**src/rtl/mem_loader_pkg.sv**
```systemverilog
// Shared constants and FSM encoding for the memory loader.
// Memory and debug unit import the same definitions.
package mem_loader_pkg;

   localparam int WIDTH  = 16;
   localparam int DEPTH  = 2048;
   localparam int ADDR_W = 11;

   localparam logic [7:0] START_CMD = 8'hA5;

   typedef enum logic [2:0] {
      IDLE,
      LEN_LO,
      LEN_HI,
      BYTE_HI,
      BYTE_LO,
      CHECK,
      DONE
   } state_e;

endpackage

```
**src/rtl/mem_loader.sv**
```systemverilog
// Parses framed UART load commands and writes 16-bit words from address 0.
// Define MEM_LOADER_CHECKSUM_EN for a trailing XOR checksum byte.
module mem_loader
   import mem_loader_pkg::*;
(
   input  logic              clk,
   input  logic              reset,
   input  logic [7:0]        rx_data,
   input  logic              rx_done,
   output logic              mem_we,
   output logic [ADDR_W-1:0] mem_addr,
   output logic [WIDTH-1:0]  mem_wdata,
   output logic              busy,
   output logic              load_done,
   output logic              error,
   output logic [ADDR_W:0]   word_count
);

   state_e              state_q, state_d;
   logic [7:0]          len_lo_q, len_lo_d;
   logic [ADDR_W:0]     len_q, len_d;
   logic [7:0]          hi_q, hi_d;
   logic [ADDR_W-1:0]   ptr_q, ptr_d;
   logic [ADDR_W:0]     wc_q, wc_d;
   logic                err_q, err_d;
   logic                we_q, we_d;
   logic [ADDR_W-1:0]   addr_q, addr_d;
   logic [WIDTH-1:0]    wdata_q, wdata_d;
   logic [15:0]         n;
`ifdef MEM_LOADER_CHECKSUM_EN
   logic [7:0]          csum_q, csum_d;
`endif

   always_ff @(posedge clk) begin
      if (!reset) begin
         state_q  <= IDLE;
         len_lo_q <= '0;
         len_q    <= '0;
         hi_q     <= '0;
         ptr_q    <= '0;
         wc_q     <= '0;
         err_q    <= 1'b0;
         we_q     <= 1'b0;
         addr_q   <= '0;
         wdata_q  <= '0;
`ifdef MEM_LOADER_CHECKSUM_EN
         csum_q   <= '0;
`endif
      end else begin
         state_q  <= state_d;
         len_lo_q <= len_lo_d;
         len_q    <= len_d;
         hi_q     <= hi_d;
         ptr_q    <= ptr_d;
         wc_q     <= wc_d;
         err_q    <= err_d;
         we_q     <= we_d;
         addr_q   <= addr_d;
         wdata_q  <= wdata_d;
`ifdef MEM_LOADER_CHECKSUM_EN
         csum_q   <= csum_d;
`endif
      end
   end

   always_comb begin
      state_d  = state_q;
      len_lo_d = len_lo_q;
      len_d    = len_q;
      hi_d     = hi_q;
      ptr_d    = ptr_q;
      wc_d     = wc_q;
      err_d    = err_q;
      we_d     = 1'b0;
      addr_d   = addr_q;
      wdata_d  = wdata_q;
      n        = {rx_data, len_lo_q};
`ifdef MEM_LOADER_CHECKSUM_EN
      csum_d   = csum_q;
`endif
      unique case (state_q)
         IDLE: begin
            if (rx_done && rx_data == START_CMD) begin
               state_d = LEN_LO;
               err_d   = 1'b0;
               wc_d    = '0;
`ifdef MEM_LOADER_CHECKSUM_EN
               csum_d  = '0;
`endif
            end
         end
         LEN_LO: begin
            if (rx_done) begin
               len_lo_d = rx_data;
               state_d  = LEN_HI;
            end
         end
         LEN_HI: begin
            if (rx_done) begin
               if (n == 16'd0) begin
                  len_d = '0;
`ifdef MEM_LOADER_CHECKSUM_EN
                  state_d = CHECK;
`else
                  state_d = DONE;
`endif
               end else if (n > 16'(DEPTH)) begin
                  state_d = IDLE;
                  err_d   = 1'b1;
               end else begin
                  len_d   = n[ADDR_W:0];
                  ptr_d   = '0;
                  state_d = BYTE_HI;
               end
            end
         end
         BYTE_HI: begin
            if (rx_done) begin
               hi_d    = rx_data;
               state_d = BYTE_LO;
`ifdef MEM_LOADER_CHECKSUM_EN
               csum_d  = csum_q ^ rx_data;
`endif
            end
         end
         BYTE_LO: begin
            if (rx_done) begin
               we_d    = 1'b1;
               addr_d  = ptr_q;
               wdata_d = {hi_q, rx_data};
               ptr_d   = ptr_q + ADDR_W'(1);
               wc_d    = wc_q + (ADDR_W+1)'(1);
`ifdef MEM_LOADER_CHECKSUM_EN
               csum_d  = csum_q ^ rx_data;
`endif
               if (wc_d < len_q) begin
                  state_d = BYTE_HI;
               end else begin
`ifdef MEM_LOADER_CHECKSUM_EN
                  state_d = CHECK;
`else
                  state_d = DONE;
`endif
               end
            end
         end
`ifdef MEM_LOADER_CHECKSUM_EN
         CHECK: begin
            if (rx_done) begin
               if (rx_data == csum_q) begin
                  state_d = DONE;
               end else begin
                  state_d = IDLE;
                  err_d   = 1'b1;
               end
            end
         end
`endif
         DONE: begin
            state_d = IDLE;
         end
         default: begin
            state_d = IDLE;
         end
      endcase
   end

   assign mem_we     = we_q;
   assign mem_addr   = addr_q;
   assign mem_wdata  = wdata_q;
   assign busy       = (state_q != IDLE) && (state_q != DONE);
   assign load_done  = (state_q == DONE);
   assign error      = err_q;
   assign word_count = wc_q;

endmodule

```
**config.mk**
```make
export PLATFORM = sky130hd
export DESIGN_NAME = mem_loader
export DESIGN_NICKNAME = d
export VERILOG_FILES = /design/src/rtl/mem_loader_pkg.sv /design/src/rtl/mem_loader.sv
export SDC_FILE = /design/constraint.sdc
export NUM_CORES = 1
export LEC_CHECK = 0
export ABC_CLOCK_PERIOD_IN_PS = 5200
export CAP_MARGIN = 40
export CORE_MARGIN = 2
export CORE_UTILIZATION = 29
export DETAILED_ROUTE_END_ITERATION = 16
export SYNTH_ARGS = -nofsm -noshare
export SYNTH_HDL_FRONTEND = slang
export SYNTH_SLANG_ARGS = --single-unit
```
**constraint.sdc**
```tcl
create_clock -name clk -period 5.2 [get_ports clk]
set_clock_uncertainty 0.15 [all_clocks]
set_input_delay 0.78 -clock clk [delete_from_list [all_inputs] [get_ports clk]]
set_output_delay 0.78 -clock clk [all_outputs]
set_load 0.01 [all_outputs]
```
==> flow_summary.ini, run 1 <==
[flow_run]
max-cap-violations = 0

[critical_path]
path_max_fanout = 8
start_kind = flop
required_ns = 5.32
path_class = reg2reg
arrival_ns = 3.14
endpoint_kind = flop

[final_layout]
post-route-util = 0.373
multiInputGateArea_um2 = 1940
final.fill_count = 1320
drive_gt1_frac = 0.0472
area_growth_pct = 24.9
num-nets-final = 527
antenna_cells = 0
final-seq-area_um2 = 1660

[global_route]
grt_max_degree = 66
grt_pass1_vias = 3139
globalRouteTotalUtil = 0.136
grt_pass1_wl_um = 15500
grt_overflow = 0
antenna_found_initial = 0

[timing]
hold_violations = 0
min_period_over_period = 0.581
min_period_ns = 3.02
slew_viol_final = 0
rsz0062_at_grt = no
whs_ns = 0.303
clock.fmax_mhz = 331
tightest_slew_ns = 0.749
setup_violations = 0
tns_ns = 0
slew_headroom = 0.499

[placed_design]
io_buffers = 53
gp_congestion = 0.849
dp_hpwl_um = 6580

[floorplanning]
initial_utilization = 0.298
dieArea_um2 = 14000
io_pins = 54
die_width_um = 118
die_y_um = 118
placementRows = 41
core_area_um2 = 12700

[clock_tree]
clock_sinks = 83
cts-htree-levels = 3
clk_latency_ns = 0.34
cts_setup_buffers = 0
cts_root_buf = clkbuf_16
cts_tree = done
hold_buffers = 0
path_clk_slew_ns = 0.06
cts-buffers-inserted = 9
clock_path_buffers = 2
cts_resized = 0

[route]
wl_um = 9200
routed_via_density = 4.88
ant_nets = 0
dr_total_vias = 3315
firstDrtPassIters = 4
route.detailed.drc = 0
wl_per_cell_um = 13.5
drtIter0Drc = 213

[power]
p_per_area_nw_per_um2 = 268
power.leakage_nw = 1.71
ir_worst_vdd_uv = 153

[synthesis]
synth_seq_area_share = 0.440
ys.warnings.count = 0
synth.distinct_cells = 48
synth_top_cells_by_count = nand2_1 (84), dfxtp_1 (83), a21oi_1 (50)
synth.most_common_cell = nand2_1
netlist_top_cells_area = dfxtp_1 (44%), nand2_1 (8.3%), a21oi_1 (6.6%)
synthArstFlopShare = 0
syn-num-nets = 486
syn-cell-area_um2 = 3780
synth_edf_count = 0
synth_top_area_cell = dfxtp_1
avgSynthCellArea_um2 = 8.18
synth_top_area_frac = 0.440
synth-seq-cells = 83
synthCells = 462
synthFlopType = dfxtp_1

[min_path]
hold_class = reg2reg

[outcome]
status = finished, final reports clean
## cell families (layout without fill, tap and decap cells)
family / count (synthesis) / in the layout / synth area share
and+or+nand+nor: 183 / 183 / 0.216
buffers and inverters: 43 / 89 / 0.0473
muxes: 20 / 20 / 0.0530
DFF: 83 / 83 / 0.440
AOI/OAI and AO/OA: 107 / 107 / 0.171
adders and majority gates: 13 / 13 / 0.0430
xor gates and xnor gates: 13 / 13 / 0.0301
## power by group
group,internal [mW],leakage [nW],switching [mW],total (mW)
logic,0.0105,0.901,0.0218,0.0323
registers,0.636,0.668,0.000171,0.636
clock network,0.349,0.143,0.250,0.598
total,0.995,1.71,0.272,1.27
## cells in the final DEF, fill, tap and decap left out, types with 5 or more instances in the layout
cell             instances
a211oi_1                 5
a21oi_1                 50
a31oi_1                  8
and3_1                   6
buf_4                    5
clkbuf_16                9
clkdlybuf4s50_1         53
dfxtp_1                 83
ha_1                    13
inv_1                   14
mux2i_1                 20
nand2_1                 84
nand3_1                 16
nor2_1                  43
nor3_1                   7
o21ai_0                 10
o21ai_1                 10
xnor2_1                 10
## metrics by stage
| stage | instance area, um2 | power, mW | setup WS (ns) | std cells |
|---|---|---|---|---|
| after floorplan | 3780 | 0.666 | 2.34 | 462 |
| after global placement | 4430 | 0.682 | 2.02 | 663 |
| after detailed placement | 4440 | 0.683 | 2.01 | 664 |
| after CTS | 4720 | 1.28 | 2.18 | 680 |
| after global routing | 4720 | 1.31 | 1.88 | 680 |
| final | 4720 | 1.27 | 2.18 | 680 |
## path summary, 6_finish.rpt
check	from	end	slack [ns]	cells past startpoint
min	mem_addr[10]	mem_addr[10]	0.30	2
min reg2reg	mem_addr[10]	mem_addr[10]	0.30	2
max reg2reg	word_count[0]	state_q[0]	2.18	11
max	word_count[0]	state_q[0]	2.18	11
## layout make-up
type                    count  share of cell area
flip-flops and latches     83               0.352
repair buffers             58               0.120
multi-input cells         336               0.411
clock buffers              12              0.0543
inverters                  15              0.0119
clock inverters             4             0.00504
well taps                 172              0.0456
## worst max-delay path, stage by stage (launching register included)
cell     delay, ns
dfxtp_1       0.46
ha_1          0.26
and3_1        0.25
and3_1        0.29
nand3_1       0.12
xnor2_1       0.25
ha_1          0.31
a21o_1        0.19
o21ai_0       0.22
nand3_1       0.11
a21oi_1       0.16
o311a_1       0.18
## per-layer routing
metal | up-vias | GRT usage | wire [um]
met5 | - | 0 | 0
met4 | 0 | 0.0377 | 30
met3 | 2 | 0.0381 | 437
met2 | 75 | 0.219 | 4380
met1 | 1561 | 0.176 | 4350
li1 | 1677 | - | -
## registers in the layout, summed over array words and instances, names as in the netlist
name	count
error	1
state_q	3
mem_we	1
len_lo_q	8
mem_addr	11
word_count	12
hi_q	8
len_q	12
ptr_q	11
mem_wdata	16
No activity file was read; power rests on OpenSTA's default activity.
==> run 2: changes to the inputs <==
--- a/config.mk
+++ b/config.mk
@@ -5,7 +5,7 @@
 export SDC_FILE = /design/constraint.sdc
 export NUM_CORES = 1
 export LEC_CHECK = 0
-export ABC_CLOCK_PERIOD_IN_PS = 5200
+export ABC_CLOCK_PERIOD_IN_PS = 2660
 export CAP_MARGIN = 40
 export CORE_MARGIN = 2
 export CORE_UTILIZATION = 29
==> constraint.sdc (replaced) <==
create_clock -name clk -period 2.66 [get_ports clk]
set_clock_uncertainty 0.15 [all_clocks]
set_input_delay 0.399 -clock clk [delete_from_list [all_inputs] [get_ports clk]]
set_output_delay 0.399 -clock clk [all_outputs]
set_load 0.01 [all_outputs]
==> run 2 against run 1 <==
Effect of this change: register-to-register slack got worse by 2.1 ns; sequential power up 95%; global-route usage rose by 0.48 points; combinational power grew 150%; die area stayed put; largest cell class unchanged.
==> flow_summary.ini, run 2 (same netlist as run 1, synthesis figures left out) <==
[final_layout]
mostFrequentLayoutCells = nand2_1 (84), dfxtp_1 (81), clkdlybuf4s50_1 (53), a21oi_1 (50), nor2_1 (43)
layout_commonest_cell = nand2_1
area_growth_pct = 33.4
final.fill_count = 1287
final_cells = 709
final-seq-area_um2 = 1670
largest_reg_flops = 16
num-nets-final = 556
drive_gt1_frac = 0.114
multiInputGateArea_um2 = 2000
antenna_cells = 0
postLayoutCellArea_um2 = 5040

[timing]
clock.fmax_mhz = 394
tns_ns = 0
setup_violations = 0
setup_ws_ns = 0.122
tightest_slew_ns = 0.546
slew_headroom = 0.635
min_period_over_period = 0.954
slew_viol_final = 0
hold_violations = 0
min_period_ns = 2.54

[critical_path]
r2r-start = word_count[0]
arrival_ns = 2.67
path_max_fanout = 4
crit_end = state_q[0]
worstPathCellList = ha_4 > and3_4 > and3_4 > nand3_4 > xnor2_2 > ha_1 > and3_1 > o21ai_0 > nand3_1 > a21oi_1 > o311a_1
rr_endpoint = state_q[0]
slowest_delay_ns = 0.37
required_ns = 2.79
endpoint_kind = flop
reg2reg_depth = 11
path_common_cell = and3_4
crit_slowest_cell = dfxtp_4
r2r_setup_slack_ns = 0.12
path_class = reg2reg
critPathBufInv = 0
cp-startpoint = word_count[0]
cp.depth = 11
cp_top_family = simple AND/OR/NAND/NOR gates
start_kind = flop

[clock_tree]
clock_path_buffers = 2
cts-htree-levels = 3
clk_latency_ns = 0.34
hold_buffers = 0
path_clk_slew_ns = 0.06
cts-buffers-inserted = 9
cts_root_buf = clkbuf_16
clock_sinks = 83
cts_tree = done

[route]
wl_per_cell_um = 13.7
firstDrtPassIters = 4
ant_nets = 0
route.detailed.drc = 0
wl_um = 9700
dr_total_vias = 3446
routed_via_density = 4.86
drtIter0Drc = 182

[floorplanning]
die_y_um = 118
placementRows = 41
core_area_um2 = 12700
initial_utilization = 0.298
dieArea_um2 = 14000
io_pins = 54
die_width_um = 118

[global_route]
grt_overflow = 0
grt_max_degree = 49
grt_pass1_vias = 3161
globalRouteTotalUtil = 0.140
antenna_found_initial = 0
grt_pass1_wl_um = 16000

[power]
power_mw = 2.56
ir_worst_vdd_uv = 262
p_per_area_nw_per_um2 = 509
power.leakage_nw = 1.88

[flow_run]
max-cap-violations = 0

[placed_design]
post-place-cells = 689
io_buffers = 53
gp_congestion = 0.827
dp_slack_ns = -0.00768
post_dp_cell_area_um2 = 4670
dp_hpwl_um = 6970

[outcome]
status = finished, final reports clean

[min_path]
hold_class = reg2reg
-- run 2: worst reg2reg max path: stages (launching register included) --
cell and delay (ns):
dfxtp_4 0.37, ha_4 0.15, and3_4 0.21, and3_4 0.22, nand3_4 0.09, xnor2_2 0.21, ha_1 0.29, and3_1 0.17
o21ai_0 0.24, nand3_1 0.11, a21oi_1 0.14, o311a_1 0.15
-- run 2: through the flow --
stage                     hold slack (ns)   util
after floorplan                     0.282      -
after global placement              0.295  0.369
after detailed placement            0.299  0.369
after CTS                           0.308  0.393
after global routing                0.317  0.398
final                               0.302  0.398
-- run 2: final cells by class --
cell class	instances	share of cell area
clock buffer	11	0.0461
clock inverter	5	0.0122
inverter	15	0.0112
multi-input combinational	336	0.397
sequential	83	0.330
tap	172	0.0427
timing repair buffer	87	0.161
-- run 2: timing repair --
item                                    4_1_cts  5_1_grt
gates resized for setup                       3        5
pin swaps                                     0        7
setup buffers                                 0        4
endpoints found under the setup margin        2        2
cloned                                        0        0
-- run 2: metal layers --
metal,vias up,routed length (um),track usage
li1,1736,-,-
met1,1621,4540,0.182
met2,78,4600,0.229
met3,11,440,0.0352
met4,0,116,0.0437
met5,-,0,0
-- run 2: worst min-delay path by stage --
stage	start	endpoint	slack (ns)	cells after the start
3_3_place_gp	mem_addr[9]	mem_addr[9]	0.30	2
3_5_place_dp	mem_addr[9]	mem_addr[9]	0.30	2
4_1_cts	mem_addr[9]	mem_addr[9]	0.31	2
6_report	mem_addr[9]	mem_addr[9]	0.30	2
5_1_grt	hi_q[3]	mem_wdata[11]	0.32	2
2_1_floorplan	hi_q[2]	mem_wdata[10]	0.28	2
-- run 2: power breakdown --
| part | leakage [nW] | internal (mW) | total, mW | switching (mW) |
|---|---|---|---|---|
| logic | 1.08 | 0.0334 | 0.0799 | 0.0465 |
| registers | 0.669 | 1.24 | 1.24 | 0.000317 |
| clock network | 0.132 | 0.731 | 1.24 | 0.512 |
==> run 3: changes to the inputs <==
--- a/config.mk
+++ b/config.mk
@@ -8,7 +8,7 @@
 export ABC_CLOCK_PERIOD_IN_PS = 2660
 export CAP_MARGIN = 40
 export CORE_MARGIN = 2
-export CORE_UTILIZATION = 29
+export CORE_UTILIZATION = 40
 export DETAILED_ROUTE_END_ITERATION = 16
 export SYNTH_ARGS = -nofsm -noshare
 export SYNTH_HDL_FRONTEND = slang
==> run 3 against run 2 <==
Effect of this change: first-iteration DRC count is 56% lower; cell count fell by 8.7%; largest cell class unchanged; clock power shrank 16%; sequential share of layout area rose by 0.96 points; via count barely moved; worst setup slack worse by 0.030 ns.
==> flow_summary.ini, run 3 (same netlist as run 1, synthesis figures left out) <==
[timing]
min_period_over_period = 0.966
min_period_ns = 2.57
clock.fmax_mhz = 389
slew_headroom = 0.633
slew_viol_final = 0
setup_violations = 0
rsz0062_at_grt = no
whs_ns = 0.306
tightest_slew_ns = 0.549
tns_ns = 0
hold_violations = 0

[final_layout]
drive_gt1_frac = 0.123
final.fill_count = 879
antenna_cells = 0
num-nets-final = 556
largest_reg_flops = 16
layout_commonest_cell = nand2_1
area_growth_pct = 30.0
mostFrequentLayoutCells = nand2_1 (84), dfxtp_1 (80), clkdlybuf4s50_1 (53), a21oi_1 (50), nor2_1 (43)

[power]
power.leakage_nw = 1.88
ir_worst_vdd_uv = 326
p_per_area_nw_per_um2 = 480

[clock_tree]
cts-buffers-inserted = 9
cts-htree-levels = 3
cts_tree = done
clk_latency_ns = 0.35
clock_sinks = 83
path_clk_slew_ns = 0.08
clock_path_buffers = 2
cts_root_buf = clkbuf_8

[placed_design]
gp_congestion = 0.815
dp_hpwl_um = 6590
io_buffers = 53

[floorplanning]
dieArea_um2 = 10200
die_width_um = 101
die_y_um = 101
initial_utilization = 0.411
placementRows = 35
io_pins = 54
core_area_um2 = 9200

[critical_path]
r2r-start = word_count[0]
path_max_fanout = 4
cp-startpoint = word_count[0]
r2r_setup_slack_ns = 0.09
reg2reg_depth = 11
arrival_ns = 2.66
required_ns = 2.75
crit_end = state_q[0]
start_kind = flop
endpoint_kind = flop
rr_endpoint = state_q[0]
path_class = reg2reg

[outcome]
status = finished, final reports clean

[global_route]
grt_pass1_wl_um = 15300
globalRouteTotalUtil = 0.190
use_met1 = 0.253
grt_overflow = 0
busiest_layer = met2
grt_max_degree = 51
grt_pass1_vias = 3131
gr-usage-met3 = 0.0311
met2_usage = 0.308
antenna_found_initial = 0

[route]
drtIter0Drc = 80
route.detailed.drc = 0
ant_nets = 0
dr_total_vias = 3444
routed_via_density = 5.32
wl_per_cell_um = 14.4
wl_um = 9350
firstDrtPassIters = 5

[min_path]
hold_class = reg2reg

[flow_run]
max-cap-violations = 0
[run 3: worst max-delay path, stage by stage, from the launching register on]
cell	delay (ns)
dfxtp_4	0.37
ha_4	0.15
and3_4	0.21
and3_4	0.21
nand3_2	0.10
xnor2_2	0.17
ha_4	0.30
nand4_1	0.12
o21ba_2	0.23
nand3_1	0.08
a21oi_1	0.05
o311a_1	0.31
[run 3: how the worst min path moves through the flow]
stage,start,endpoint,slack [ns],cells after the start
floorplan,hi_q[2],mem_wdata[10],0.28,2
global placement,hi_q[7],mem_wdata[15],0.29,2
detailed placement,hi_q[7],mem_wdata[15],0.30,2
CTS,hi_q[7],mem_wdata[15],0.31,2
global route,mem_addr[8],mem_addr[8],0.32,2
finish,mem_addr[8],mem_addr[8],0.31,2
[run 3: metal layers]
layer / up-vias / part of all wire
li1: 1736 / -
met4: 0 / 0.015
met3: 10 / 0.041
met1: 1619 / 0.48
met2: 79 / 0.46
met5: - / 0
[run 3: timing repair]
| item | in CTS | in global routing |
|---|---|---|
| pin swaps | 2 | 6 |
| buffers inserted | 3 | 2 |
| hold buffers | 0 | 0 |
| resized for setup | 3 | 9 |
| setup endpoints to repair | 1 | 2 |
[run 3: per-stage QoR]
| stage | area [um2] | utilization | setup WS (ns) | instances | power, mW |
|---|---|---|---|---|---|
| CTS | 4850 | 0.527 | 0.0251 | 645 | 2.38 |
| global placement | 4590 | 0.499 | 0.101 | 627 | 1.35 |
| finish | 4910 | 0.534 | 0.0915 | 647 | 2.36 |
| floorplan | 3800 | - | 0.0214 | 462 | 1.30 |
| detailed placement | 4590 | 0.499 | 0.00558 | 627 | 1.35 |
| global route | 4910 | 0.534 | 0.0197 | 647 | 2.43 |
[run 3: cell type report]
class | instances | area [um2] | share of cell area
Clock buffer | 11 | 151 | 0.0308
Sequential cell | 83 | 1670 | 0.340
Inverter | 15 | 56.3 | 0.0115
Clock inverter | 4 | 73.8 | 0.0150
Multi-Input combinational cell | 336 | 2010 | 0.409
Tap cell | 111 | 139 | 0.0283
Timing Repair Buffer | 87 | 811 | 0.165
[run 3: power breakdown]
group | internal (mW) | leakage [nW] | switching, mW
logic | 0.0328 | 1.09 | 0.0464
clock network | 0.576 | 0.115 | 0.463
registers | 1.24 | 0.670 | 0.000305
total | 1.85 | 1.88 | 0.510
